===== src/rtl/tcdm_rr_port_arbiter.sv =====
// Round-robin arbiter sharing one TCDM master port between N_REQ requesters; grant is combinational.
// Granted IDs queue in order so responses route back; at MAX_OUTST in flight, requests are held off.
module tcdm_rr_port_arbiter #(
  parameter int unsigned N_REQ      = 4,
  parameter int unsigned ADDR_WIDTH = 32,
  parameter int unsigned DATA_WIDTH = 32,
  parameter int unsigned MAX_OUTST  = 4
) (
  input  logic                          clk_i,
  input  logic                          rst_ni,
  input  logic [N_REQ-1:0]              req_i,
  input  logic [N_REQ*ADDR_WIDTH-1:0]   add_i,
  input  logic [N_REQ-1:0]              wen_i,
  input  logic [N_REQ*DATA_WIDTH/8-1:0] be_i,
  input  logic [N_REQ*DATA_WIDTH-1:0]   wdata_i,
  output logic [N_REQ-1:0]              gnt_o,
  output logic [N_REQ-1:0]              r_valid_o,
  output logic [N_REQ*DATA_WIDTH-1:0]   r_rdata_o,
  output logic                          tcdm_req_o,
  output logic [ADDR_WIDTH-1:0]         tcdm_add_o,
  output logic                          tcdm_wen_o,
  output logic [DATA_WIDTH/8-1:0]       tcdm_be_o,
  output logic [DATA_WIDTH-1:0]         tcdm_wdata_o,
  input  logic                          tcdm_gnt_i,
  input  logic                          tcdm_r_valid_i,
  input  logic [DATA_WIDTH-1:0]         tcdm_r_rdata_i,
  output logic                          busy_o,
  output logic                          err_o
);

  localparam int unsigned BE_WIDTH = DATA_WIDTH / 8;
  localparam int unsigned ID_W     = $clog2(N_REQ);
  localparam int unsigned PTR_W    = (MAX_OUTST > 1) ? $clog2(MAX_OUTST) : 1;
  localparam int unsigned CNT_W    = $clog2(MAX_OUTST + 1);

  logic [ID_W-1:0]  rr_ptr_q, rr_ptr_d;
  logic [ID_W-1:0]  win_id;
  logic             win_vld;
  logic [ID_W-1:0]  id_fifo_q [MAX_OUTST];
  logic [PTR_W-1:0] wr_ptr_q, wr_ptr_d;
  logic [PTR_W-1:0] rd_ptr_q, rd_ptr_d;
  logic [CNT_W-1:0] cnt_q, cnt_d;
  logic             err_q, err_d;
  logic             fifo_full, fifo_empty;
  logic             push, pop;

  // Scan rr_ptr, rr_ptr+1, ... and take the first active requester.
  always_comb begin
    int unsigned k;
    logic [ID_W-1:0] idx;
    win_vld = 1'b0;
    win_id  = '0;
    k       = 0;
    idx     = '0;
    for (int unsigned i = 0; i < N_REQ; i++) begin
      k = int'(rr_ptr_q) + i;
      if (k >= N_REQ) k = k - N_REQ;
      idx = ID_W'(k);
      if (!win_vld && req_i[idx]) begin
        win_vld = 1'b1;
        win_id  = idx;
      end
    end
  end

  assign fifo_full  = (cnt_q == CNT_W'(MAX_OUTST));
  assign fifo_empty = (cnt_q == '0);
  assign tcdm_req_o = rst_ni & win_vld & ~fifo_full;
  assign push       = tcdm_req_o & tcdm_gnt_i;
  assign pop        = rst_ni & tcdm_r_valid_i & ~fifo_empty;

  always_comb begin
    tcdm_add_o   = '0;
    tcdm_wen_o   = 1'b0;
    tcdm_be_o    = '0;
    tcdm_wdata_o = '0;
    if (rst_ni && win_vld) begin
      tcdm_add_o   = add_i[win_id*ADDR_WIDTH +: ADDR_WIDTH];
      tcdm_wen_o   = wen_i[win_id];
      tcdm_be_o    = be_i[win_id*BE_WIDTH +: BE_WIDTH];
      tcdm_wdata_o = wdata_i[win_id*DATA_WIDTH +: DATA_WIDTH];
    end
  end

  always_comb begin
    gnt_o     = '0;
    r_valid_o = '0;
    if (push) gnt_o[win_id] = 1'b1;
    if (pop)  r_valid_o[id_fifo_q[rd_ptr_q]] = 1'b1;
  end

  assign r_rdata_o = rst_ni ? {N_REQ{tcdm_r_rdata_i}} : '0;
  assign busy_o    = ~fifo_empty;
  assign err_o     = err_q;

  always_comb begin
    rr_ptr_d = rr_ptr_q;
    wr_ptr_d = wr_ptr_q;
    rd_ptr_d = rd_ptr_q;
    cnt_d    = cnt_q;
    if (push) begin
      rr_ptr_d = (win_id == ID_W'(N_REQ - 1)) ? '0 : win_id + 1'b1;
      wr_ptr_d = (wr_ptr_q == PTR_W'(MAX_OUTST - 1)) ? '0 : wr_ptr_q + 1'b1;
    end
    if (pop) begin
      rd_ptr_d = (rd_ptr_q == PTR_W'(MAX_OUTST - 1)) ? '0 : rd_ptr_q + 1'b1;
    end
    case ({push, pop})
      2'b10:   cnt_d = cnt_q + 1'b1;
      2'b01:   cnt_d = cnt_q - 1'b1;
      default: cnt_d = cnt_q;
    endcase
    // A response with nothing outstanding is a protocol violation and stays flagged.
    err_d = err_q | (tcdm_r_valid_i & fifo_empty);
  end

  always_ff @(posedge clk_i or negedge rst_ni) begin
    if (!rst_ni) begin
      rr_ptr_q <= '0;
      wr_ptr_q <= '0;
      rd_ptr_q <= '0;
      cnt_q    <= '0;
      err_q    <= 1'b0;
      for (int i = 0; i < int'(MAX_OUTST); i++) id_fifo_q[i] <= '0;
    end else begin
      rr_ptr_q <= rr_ptr_d;
      wr_ptr_q <= wr_ptr_d;
      rd_ptr_q <= rd_ptr_d;
      cnt_q    <= cnt_d;
      err_q    <= err_d;
      if (push) id_fifo_q[wr_ptr_q] <= win_id;
    end
  end

endmodule


===== config.mk =====
export PLATFORM = sky130hd
export DESIGN_NAME = tcdm_rr_port_arbiter
export DESIGN_NICKNAME = d
export VERILOG_FILES = /design/src/rtl/tcdm_rr_port_arbiter.sv
export SDC_FILE = /design/constraint.sdc
export NUM_CORES = 1
export LEC_CHECK = 0
export BUFFER_PORTS_ARGS = -buffer_cell sky130_fd_sc_hd__buf_4
export CAP_MARGIN = 20
export CORE_AREA = 4 4 200 202
export DETAILED_ROUTE_END_ITERATION = 10
export DIE_AREA = 0 0 204 206
export PLACE_DENSITY_LB_ADDON = 0.08
export SYNTH_ARGS = -nofsm -noshare
export SYNTH_HDL_FRONTEND = slang
export SYNTH_SLANG_ARGS = --single-unit

===== constraint.sdc =====
create_clock -name clk_i -period 2.3 [get_ports clk_i]
set_input_delay 0.23 -clock clk_i [delete_from_list [all_inputs] [get_ports clk_i]]
set_output_delay 0.23 -clock clk_i [all_outputs]
set_load 0.02 [all_outputs]

==> results.md <==
* Status: finished with violations
* Failing checks: negative setup slack
* Final setup viols at 70
* Gpl congestion at a little over 0.8
* Worst flop-to-flop path startpoint: cnt_q[0]$_DFFE_PN0P_
* RSZ-0062 raised after global routing: yes
* Row count at slightly above 70
* R2r setup slk at between 0.3 and 0.4 ns
* WL final at ~30 mm
* Synth cell count leaders: mux2i_1 (138), buf_4 (98), o22ai_1 (69), and2_1 (36), dfrtp_1 (18)
* Final worst setup slack at -0.187 ns
* Synthesis Warnings at 0
* P&R area growth vs syn at 133%
* CTS Buf Count at 3
* Synthesized area at ~0.0042 sq mm
* Largest net degree at the start of global routing at 51
* Final HPWL DP at approximately 25 mm
* CP endpoint kind: primary output
* Vias at between 5k and 6k
* WP data arrival at between 2 and 2.5 ns
* # clock sinks at 18
* Max VDD drop at ~260 uV
* Die height at 206 um
* Pwr/cell area at 764 mW/mm^2
* CTS tree: done
* Largest cells by area after synthesis: mux2i_1 (33%), buf_4 (18%), dfrtp_1 (11%)
* Area leader, netlist: mux2i_1
* Placed cell count at about 1.4k
* Tcrit/Tclk final at 1.08
* Final hold vios at 0
* Nets at ~1.3k
* Total track usage at 0.122
* Mapped Cells at 470
* Drt drc at 0
* Synth top area share at 0.331
* Top_reg_cell synth: dfrtp_1
* Die width at 204 um
* Final TNS setup at -8.47 ns
* Number of distinct library cells after synthesis at between 40 and 50
* Antenna viol nets, final at 0
* 1st-iter DRT viols at about 190
* Critical path data required time at ~2.1 ns
* Number of global-route vias before repair at between 5k and 6k
* Core Area at approximately 0.038 sq mm
* Post-DR wirelength/cell at roughly 20 um
* Maximum Capacitance Violations at 0
* H-tree depth at 1
* Post-synth EDFFs at 0
* Kind of critical path: register to primary output
* Clock skew at ~0.0048 ns
* Hold-fix buffers at CTS at 0
* Initial core utilization at 0.109
* Slew headroom at 0.676
* Antenna violations before repair at 2
* Number of top-level pins at about 520
* CTS max path bufs at 2
* HP Class: primary input to async pin
* R2R Path End: cnt_q[1]$_DFFE_PN0P_
* Non-filler instance count after layout at about 1.5k
* Avg Cell Area, Syn at approximately 8.9 sq um
* Worst skew pair latency at approximately 0.25 ns
* Leak at around 0.0048 uW
* Top-count cell post-synth: mux2i_1
* Grt ovf at 0
* DR vias/cell at 3.69
* Worst R2R Path Depth at 7
* Startpoint types: register
* Die Area at around 0.042 sq mm
* Setup crit start: rr_ptr_q[1]$_DFFE_PN0P_
* Sequential area share after synthesis at 0.108
* Max FO, Critical Path at 5
* Post-Syn Nets at about 800
* Flops & latches, synth at 18
* Final min period at 2.49 ns
* Core Util, Final at 0.254
* Least-Margin Pin Slew at around 0.49 ns
* Max Slew Vio Count at 0
* Root buffer cell: clkbuf_16
* CP endpoint: tcdm_wdata_o[7]
* Max Clk Rate at approximately 400 MHz
* Number of port buffers at ~520
* Async S/R FF share, synth at 1.00
* First-pass GRT wire length at 38.2 mm
* DRT Pass-1 Iters at 4
* Share of cells above drive strength 1 at 0.753
* CTS clock-pin slew for the worst setup and hold paths at 0.06 ns
==> report_power, final <==
group / internal [uW] / switching, uW
clock: 265 / 124
sequential: 464 / 128
combinational: 3440 / 3010
total: 4170 / 3270
==> stage by stage <==
step	total power, uW	hold slack (ns)	setup slack, ns	instance area, sq um
final	7440	0.174	-0.187	9730
after global routing	7860	0.219	-0.261	9730
after CTS	6650	0.200	-0.219	8900
after detailed placement	5390	0.468	-0.129	8140
after global placement	5470	0.468	-0.161	8140
after floorplan	3550	-0.0656	0.237	4180
==> worst max-delay path, stage by stage, from the launching register on <==
cell	delay (ns)
dfrtp_1	0.42
mux2_4	0.32
o221a_4	0.33
clkinv_8	0.10
buf_6	0.13
buf_16	0.15
mux2i_2	0.25
o22ai_1	0.12
buf_4	0.17
==> logic make-up after synthesis <==
logic type / synth area share
muxes: 0.367
AOI/OAI and AO/OA: 0.133
and+or+nand+nor: 0.0869
adders and majority gates: 0.0348
buffers and inverters: 0.265
DFF: 0.108
xor gates and xnor gates: 0.00629
==> layout make-up <==
| class | count | area (sq um) |
|---|---|---|
| fill | 4196 | 28600 |
| timing repair buffer | 593 | 5010 |
| multi-input combinational | 311 | 3460 |
| tap | 518 | 648 |
| sequential | 18 | 450 |
| clock buffer | 4 | 88.8 |
| inverter | 12 | 57.6 |
| timing repair inverter | 1 | 16.3 |
| antenna | 3 | 7.51 |
==> state kept, by name (all words and copies together) (netlist names) <==
register,flops
wr_ptr_q,2
id_fifo_q,8
err_o,1
cnt_q,3
rd_ptr_q,2
rr_ptr_q,2
==> worst min path at each step <==
stage                    start              endpoint  slack (ns)
4_1_cts                 rst_ni  cnt_q[0]$_DFFE_PN0P_        0.20
5_1_grt                 rst_ni  cnt_q[1]$_DFFE_PN0P_        0.22
3_5_place_dp            rst_ni  cnt_q[0]$_DFFE_PN0P_        0.47
3_3_place_gp   err_o$_DFF_PN0_       err_o$_DFF_PN0_        0.47
6_report                rst_ni  cnt_q[1]$_DFFE_PN0P_        0.17
2_1_floorplan           rst_ni  cnt_q[0]$_DFFE_PN0P_       -0.07
==> layer usage <==
layer,part of all wire,vias to the layer above,track usage,wire length (um)
li1,-,2572,-,-
met1,0.36,2538,0.138,10700
met2,0.55,264,0.237,16400
met3,0.066,18,0.0249,1960
met4,0.017,0,0.0249,497
met5,0,-,0,0
==> placed cells by master (no fill, tap or decap), types with 3 or more instances in the layout <==
master,synthesis,layout
ha_1,10,9
diode_2,0,3
buf_12,8,19
mux2_1,6,6
o22ai_2,0,18
mux2i_1,138,72
buf_4,98,531
buf_6,1,27
clkbuf_16,0,6
mux2i_4,0,36
inv_1,10,10
buf_16,0,4
buf_8,4,8
and2_1,36,36
dfrtp_1,18,18
nand2_1,12,12
o22ai_1,69,43
mux2i_2,0,30
o22ai_4,0,8
o21ai_0,4,4
==> what timing repair did <==
action                     in CTS  in global routing
setup buffers                  12                 11
setup endpoints to repair      70                 70
cloned                          7                  4
pin swaps                       0                 31
gates resized for setup        68                138
No activity file was read; power rests on OpenSTA's default activity.
